$ cat src/rtl/reg_share_arb_pkg.sv
// Shared types and defaults for the two-requester shared-register arbiter.
package reg_share_arb_pkg;

  localparam int unsigned WIDTH_DEF = 8;
  localparam int unsigned CNT_W_DEF = 4;

  typedef enum logic [1:0] {
    IDLE  = 2'b00,
    WRITE = 2'b01,
    DONE  = 2'b10
  } state_e;

endpackage

$ cat src/rtl/reg8.sv
// Shared data register: synchronous reset wins over the write enable.
module reg8 #(
  parameter int unsigned WIDTH = reg_share_arb_pkg::WIDTH_DEF
) (
  input  logic             clk,
  input  logic             res,
  input  logic             EN,
  input  logic [WIDTH-1:0] Reg_In,
  output logic [WIDTH-1:0] Reg_Out
);

  logic [WIDTH-1:0] reg_q;

  always_ff @(posedge clk) begin
    if (res) begin
      reg_q <= '0;
    end else if (EN) begin
      reg_q <= Reg_In;
    end
  end

  assign Reg_Out = reg_q;

endmodule

$ cat src/rtl/reg_share_arb.sv
// Round-robin arbiter granting two requesters one write each into a shared
// register, with owner tracking and a completed-write counter.
module reg_share_arb
  import reg_share_arb_pkg::*;
#(
  parameter int unsigned WIDTH = WIDTH_DEF,
  parameter int unsigned CNT_W = CNT_W_DEF
) (
  input  logic             clk,
  input  logic             res,
  input  logic             req0,
  input  logic             req1,
  input  logic [WIDTH-1:0] data0,
  input  logic [WIDTH-1:0] data1,
  output logic             gnt0,
  output logic             gnt1,
  output logic             busy,
  output logic [WIDTH-1:0] Reg_Out,
  output logic             last_owner,
  output logic [CNT_W-1:0] wr_cnt
);

  state_e           state_q, state_d;
  logic             sel_q, sel_d;
  logic             prio_q, prio_d;
  logic             last_owner_q, last_owner_d;
  logic [CNT_W-1:0] wr_cnt_q, wr_cnt_d;
  logic             gnt0_q, gnt0_d;
  logic             gnt1_q, gnt1_d;
  logic             busy_q, busy_d;
  logic             en_c;
  logic [WIDTH-1:0] reg_in_c;

  always_ff @(posedge clk) begin
    if (res) begin
      state_q      <= IDLE;
      sel_q        <= 1'b0;
      prio_q       <= 1'b0;
      last_owner_q <= 1'b0;
      wr_cnt_q     <= '0;
      gnt0_q       <= 1'b0;
      gnt1_q       <= 1'b0;
      busy_q       <= 1'b0;
    end else begin
      state_q      <= state_d;
      sel_q        <= sel_d;
      prio_q       <= prio_d;
      last_owner_q <= last_owner_d;
      wr_cnt_q     <= wr_cnt_d;
      gnt0_q       <= gnt0_d;
      gnt1_q       <= gnt1_d;
      busy_q       <= busy_d;
    end
  end

  always_comb begin
    state_d      = state_q;
    sel_d        = sel_q;
    prio_d       = prio_q;
    last_owner_d = last_owner_q;
    wr_cnt_d     = wr_cnt_q;
    en_c         = 1'b0;

    unique case (state_q)
      IDLE: begin
        if (req0 || req1) begin
          sel_d   = (req0 && req1) ? prio_q : req1;
          state_d = WRITE;
        end
      end
      WRITE: begin
        en_c    = 1'b1;
        state_d = DONE;
      end
      DONE: begin
        prio_d       = ~sel_q;
        last_owner_d = sel_q;
        wr_cnt_d     = wr_cnt_q + CNT_W'(1);
        state_d      = IDLE;
      end
      default: begin
        state_d = IDLE;
      end
    endcase

    // Grant/busy are registered from the next state so they line up with it.
    gnt0_d = (state_d == WRITE) && !sel_d;
    gnt1_d = (state_d == WRITE) && sel_d;
    busy_d = (state_d != IDLE);
  end

  assign reg_in_c = sel_q ? data1 : data0;

  reg8 #(
    .WIDTH(WIDTH)
  ) u_reg8 (
    .clk    (clk),
    .res    (res),
    .EN     (en_c),
    .Reg_In (reg_in_c),
    .Reg_Out(Reg_Out)
  );

  assign gnt0       = gnt0_q;
  assign gnt1       = gnt1_q;
  assign busy       = busy_q;
  assign last_owner = last_owner_q;
  assign wr_cnt     = wr_cnt_q;

endmodule

$ cat config.mk
export PLATFORM = sky130hd
export DESIGN_NAME = reg_share_arb
export DESIGN_NICKNAME = d
export VERILOG_FILES = /design/src/rtl/reg_share_arb_pkg.sv /design/src/rtl/reg8.sv /design/src/rtl/reg_share_arb.sv
export SDC_FILE = /design/constraint.sdc
export NUM_CORES = 1
export LEC_CHECK = 0
export ABC_AREA = 0
export BUFFER_PORTS_ARGS = -buffer_cell sky130_fd_sc_hd__buf_2
export CAP_MARGIN = 40
export CORE_ASPECT_RATIO = 0.6
export CORE_MARGIN = 5
export CORE_UTILIZATION = 31
export DETAILED_ROUTE_END_ITERATION = 10
export GPL_TIMING_DRIVEN = 0
export SETUP_SLACK_MARGIN = 0.3
export SYNTH_ARGS = -nofsm -noshare
export SYNTH_HDL_FRONTEND = slang
export SYNTH_SLANG_ARGS = --single-unit
$ cat constraint.sdc
create_clock -name clk -period 1.37 [get_ports clk]
set_input_delay 0.0685 -clock clk [delete_from_list [all_inputs] [get_ports clk]]
set_output_delay 0.0685 -clock clk [all_outputs]
set_load 0.03 [all_outputs]
==> results <==
- The flow ran to the end, and the final reports show no timing, DRC or antenna violations.
- Row generation in the floorplan step produced 14 rows.
- The final critical-path required period is 1120 ps.
- The worst min-delay path category is primary input to flop.
- For this block, the via count after detailed routing is 757.
- For this design the static power due to leakage is 0.557 nW.
- Summed over all failing endpoints, the final setup total negative slack is 0 ps.
- The total DRC errors in the routed layout is 0.
- The layout overhead on the synthesized area is 51.5%.
- Setup repair after global routing could not meet its margin everywhere.
- For this block, the initial DRC count from the detailed router was 45.
- CTS built an H-tree with a depth of 1.
- Measured along the x axis, the die boundary spans 76.2 um.
- The clock passes through at most 2 buffers.
- The worst setup path is of the flop to flop kind.
- The worst stage delay on the critical path is 360 ps.
- The ratio of cells with drive above 1 in the final layout is 54.7%.
- For this configuration, the core starts out at a cell density of 32.5%.
- By area, the combinational part of the netlist is dominated by simple AND/OR/NAND/NOR gates.
- The compound-cell area share of the yosys netlist is 11.1%.
- The cell count after synthesis came out at 82.
- The post-synthesis net count is 103.
- The slowest stage of the critical path is the sky130_fd_sc_hd__dfxtp_4 cell.
- The adder-cell area share of the yosys netlist is 1.54%.
- The clock latency on the worst-skew pair is 250 ps.
- Setup violations remaining at the end of the flow were counted as 0.
- TritonCTS created 3 clock buffers.
- Headroom to the max-slew limit came out at 60.5%.
- The via count normalized by instance count is 4.73.
- The overall track demand over capacity in global routing is 11.1%.
- After synthesis the netlist holds a flip-flop and latch count of 20.
- The initial antenna violation count was 0.
- The post-route clock skew is 0.829 ps.
- The pin count of the biggest net entering global routing is 11.
- The critical path starts at state_q[0].
- The final layout contains 151 nets.
- Once detailed placement completed, the half-perimeter wirelength came to 1540 um.
- The average detailed-routed wire length per instance is 14.0 um.
- The share of the Yosys chip area taken by registers is 49.2%.
- At the worst endpoint, the required time is 1560 ps.
- For the pin with the worst max-slew slack, the measured transition is 593 ps.
- The footprint of the multi-input gates is 430 um^2.
- The filler cell count is 246.
- The die covers 0.00379 mm^2.
- The maximum clock rate is 891 MHz.
- The global-route wire length before repair is 3390 um.
- In this run the critical register-to-register path is launched from state_q[0].
- VDD sags by at most 0.000425 V.
- The hold violation count in the final report is 0.
- The max-slew violation count is 0.
- The number of hold buffers added after cts is 0.
- The final wirelength is 2250 um.
- Power spread over the standard cell area amounts to 1100 mW/mm^2.
- The sort of element at the start of the critical path is a flop.
- For the worst setup path, the data arrival time is 1310 ps.
- The area share of and/or/nand/nor cells after synthesis is 18.6%.
- The root buffer cell chosen for the clock tree is sky130_fd_sc_hd__clkbuf_8.
- Port buffering added 34 buffers.
- After floorplanning, the core was sized to cover 0.00250 mm^2.
- The total inserted antenna cells is 0.
- Walking the worst path, the cells encountered are nand2b_4 -> buf_6 -> or3_1 -> a21oi_2.
- The count of yosys warnings during synthesis is 0.
- The type of destination of the critical path is a flop.
- Across the whole layout, storage elements account for 413 um^2.
- The count of max-cap constraint violations is 0.
- The via count of the first global-routing pass was 726.
- The number of clock sinks is 20.
- In this run the vertical extent of the chip is 49.7 um.
- The parity-gate share of the synthesized area counting xor and xnor cells is 2.15%.
- The number of I/O pins is 36.
- The final global-route overflow total is 0.
- The first-pass iteration count of the detailed router is 4.
- The final weighted congestion in routability-driven placement is 0.724.
- Clock-pin slew was measured on the worst setup and hold paths at 70 ps.
- The synthesized area is 815 um^2.
- The mean post-synth cell area is 9.93 um^2.
- The number of nets with antenna violations after routing is 0.
- The number of different library cells used by synthesis comes to 23.
- The share of the clock period used by the worst path is 81.9%.
- The clock tree from TritonCTS is built.
- The hold path startpoint is req0.
- The design draws 0.00136 W.
- In this run the worst path has a maximum fanout of 4.
- The share of cell area taken by muxes after synthesis is 12.3%.
==> critical path: cells and delay by family, from the launching register on <==
kind | cells | cell delay, ps
flops | 1 | 360
simple gates | 2 | 450
compound gates | 1 | 120
buf+inv | 1 | 120
==> layout make-up <==
class	instances	area share (%)
multi-input cells	56	34.9
repair buffers	43	21.1
clock buffers	3	3.35
well taps	32	3.25
flip-flops and latches	20	33.5
plain buffers	6	3.96
==> layout by cell type, fill, tap and decap left out, drive strengths merged, types with 2 or more instances in the layout <==
cell type / count
nand3: 2
a211oi: 8
a21oi: 3
nor2b: 2
and4b: 2
xor2: 2
clkbuf: 6
nand2b: 2
nor2: 14
buf: 46
mux2i: 10
nand2: 2
nor3: 2
dfxtp: 20
==> final timing paths <==
path,slack (ps),cells past startpoint,end
max,250,4,wr_cnt[3]
min,130,3,state_q[0]
max reg2reg,250,4,wr_cnt[3]
min reg2reg,480,1,state_q[0]
==> registers in the layout, indices dropped and copies added, names as in the netlist <==
name / count
u_reg8.Reg_Out: 8
wr_cnt: 4
state_q: 2
busy: 1
gnt0: 1
gnt1: 1
last_owner: 1
prio_q: 1
sel_q: 1
==> stage by stage <==
| stage | hold slack [ps] | std cells | util [%] | instance area, um^2 | setup slack, ps |
|---|---|---|---|---|---|
| 6_report | 126 | 160 | 49.3 | 1230 | 247 |
| 5_1_grt | 147 | 160 | 49.3 | 1230 | 220 |
| 4_1_cts | 120 | 156 | 44.8 | 1120 | 249 |
| 3_5_place_dp | 393 | 148 | 41.5 | 1040 | 238 |
| 3_3_place_gp | 374 | 148 | 41.5 | 1040 | 258 |
| 2_1_floorplan | 220 | 82 | - | 828 | 322 |
==> per-layer routing <==
metal | GRT usage (%) | share of wire [%] | vias to the layer above | wire length, um
met2 | 15.1 | 41 | 30 | 917
met3 | 5.27 | 7.9 | 0 | 177
met1 | 16.1 | 51 | 347 | 1150
met4 | 1.74 | 0 | 0 | 0
li1 | - | - | 380 | -
met5 | 0 | 0 | - | 0
==> where the power goes <==
part | internal (W) | switching, W
Clock | 0.000196 | 0.000180
Combinational | 0.000147 | 0.000183
Sequential | 0.000622 | 0.0000287
==> cells by family after synthesis <==
logic type	after synthesis
adders and majority gates	1
buffers and inverters	6
AOI/OAI and AO/OA	13
muxes	10
DFF	20
xor gates and xnor gates	2
and+or+nand+nor	30
==> synthesized netlist by cell type <==
cell / count / share of area (%)
sky130_fd_sc_hd__or3_1: 1 / 0.77
sky130_fd_sc_hd__xor2_1: 2 / 2.2
sky130_fd_sc_hd__nor3_1: 2 / 1.2
sky130_fd_sc_hd__a211oi_1: 8 / 7.4
sky130_fd_sc_hd__o21ai_0: 1 / 0.61
sky130_fd_sc_hd__nor2b_1: 2 / 1.5
sky130_fd_sc_hd__nand2_1: 2 / 0.92
sky130_fd_sc_hd__nand2b_1: 2 / 1.5
sky130_fd_sc_hd__clkbuf_1: 2 / 0.92
sky130_fd_sc_hd__a21oi_1: 3 / 1.8
sky130_fd_sc_hd__dfxtp_1: 20 / 49
sky130_fd_sc_hd__buf_4: 1 / 0.92
sky130_fd_sc_hd__ha_1: 1 / 1.5
sky130_fd_sc_hd__nor2_1: 14 / 6.5
sky130_fd_sc_hd__buf_2: 1 / 0.61
sky130_fd_sc_hd__mux2i_1: 10 / 12
sky130_fd_sc_hd__and4b_1: 2 / 2.5
sky130_fd_sc_hd__buf_6: 2 / 2.8
sky130_fd_sc_hd__or2_1: 1 / 0.77
sky130_fd_sc_hd__nor4_1: 1 / 0.77
sky130_fd_sc_hd__nand3_1: 2 / 1.2
sky130_fd_sc_hd__nand3b_1: 1 / 0.92
sky130_fd_sc_hd__a21bo_2: 1 / 1.2
==> what timing repair did <==
action / in CTS / in global routing
resized for setup: 2 / 23
pin swaps: 1 / 6
gates cloned: 0 / 1
setup endpoints to repair: 6 / 15
hold endpoints to repair: 0 / 0
setup buffers: 5 / 3
Power figures use the tool's default switching activity.
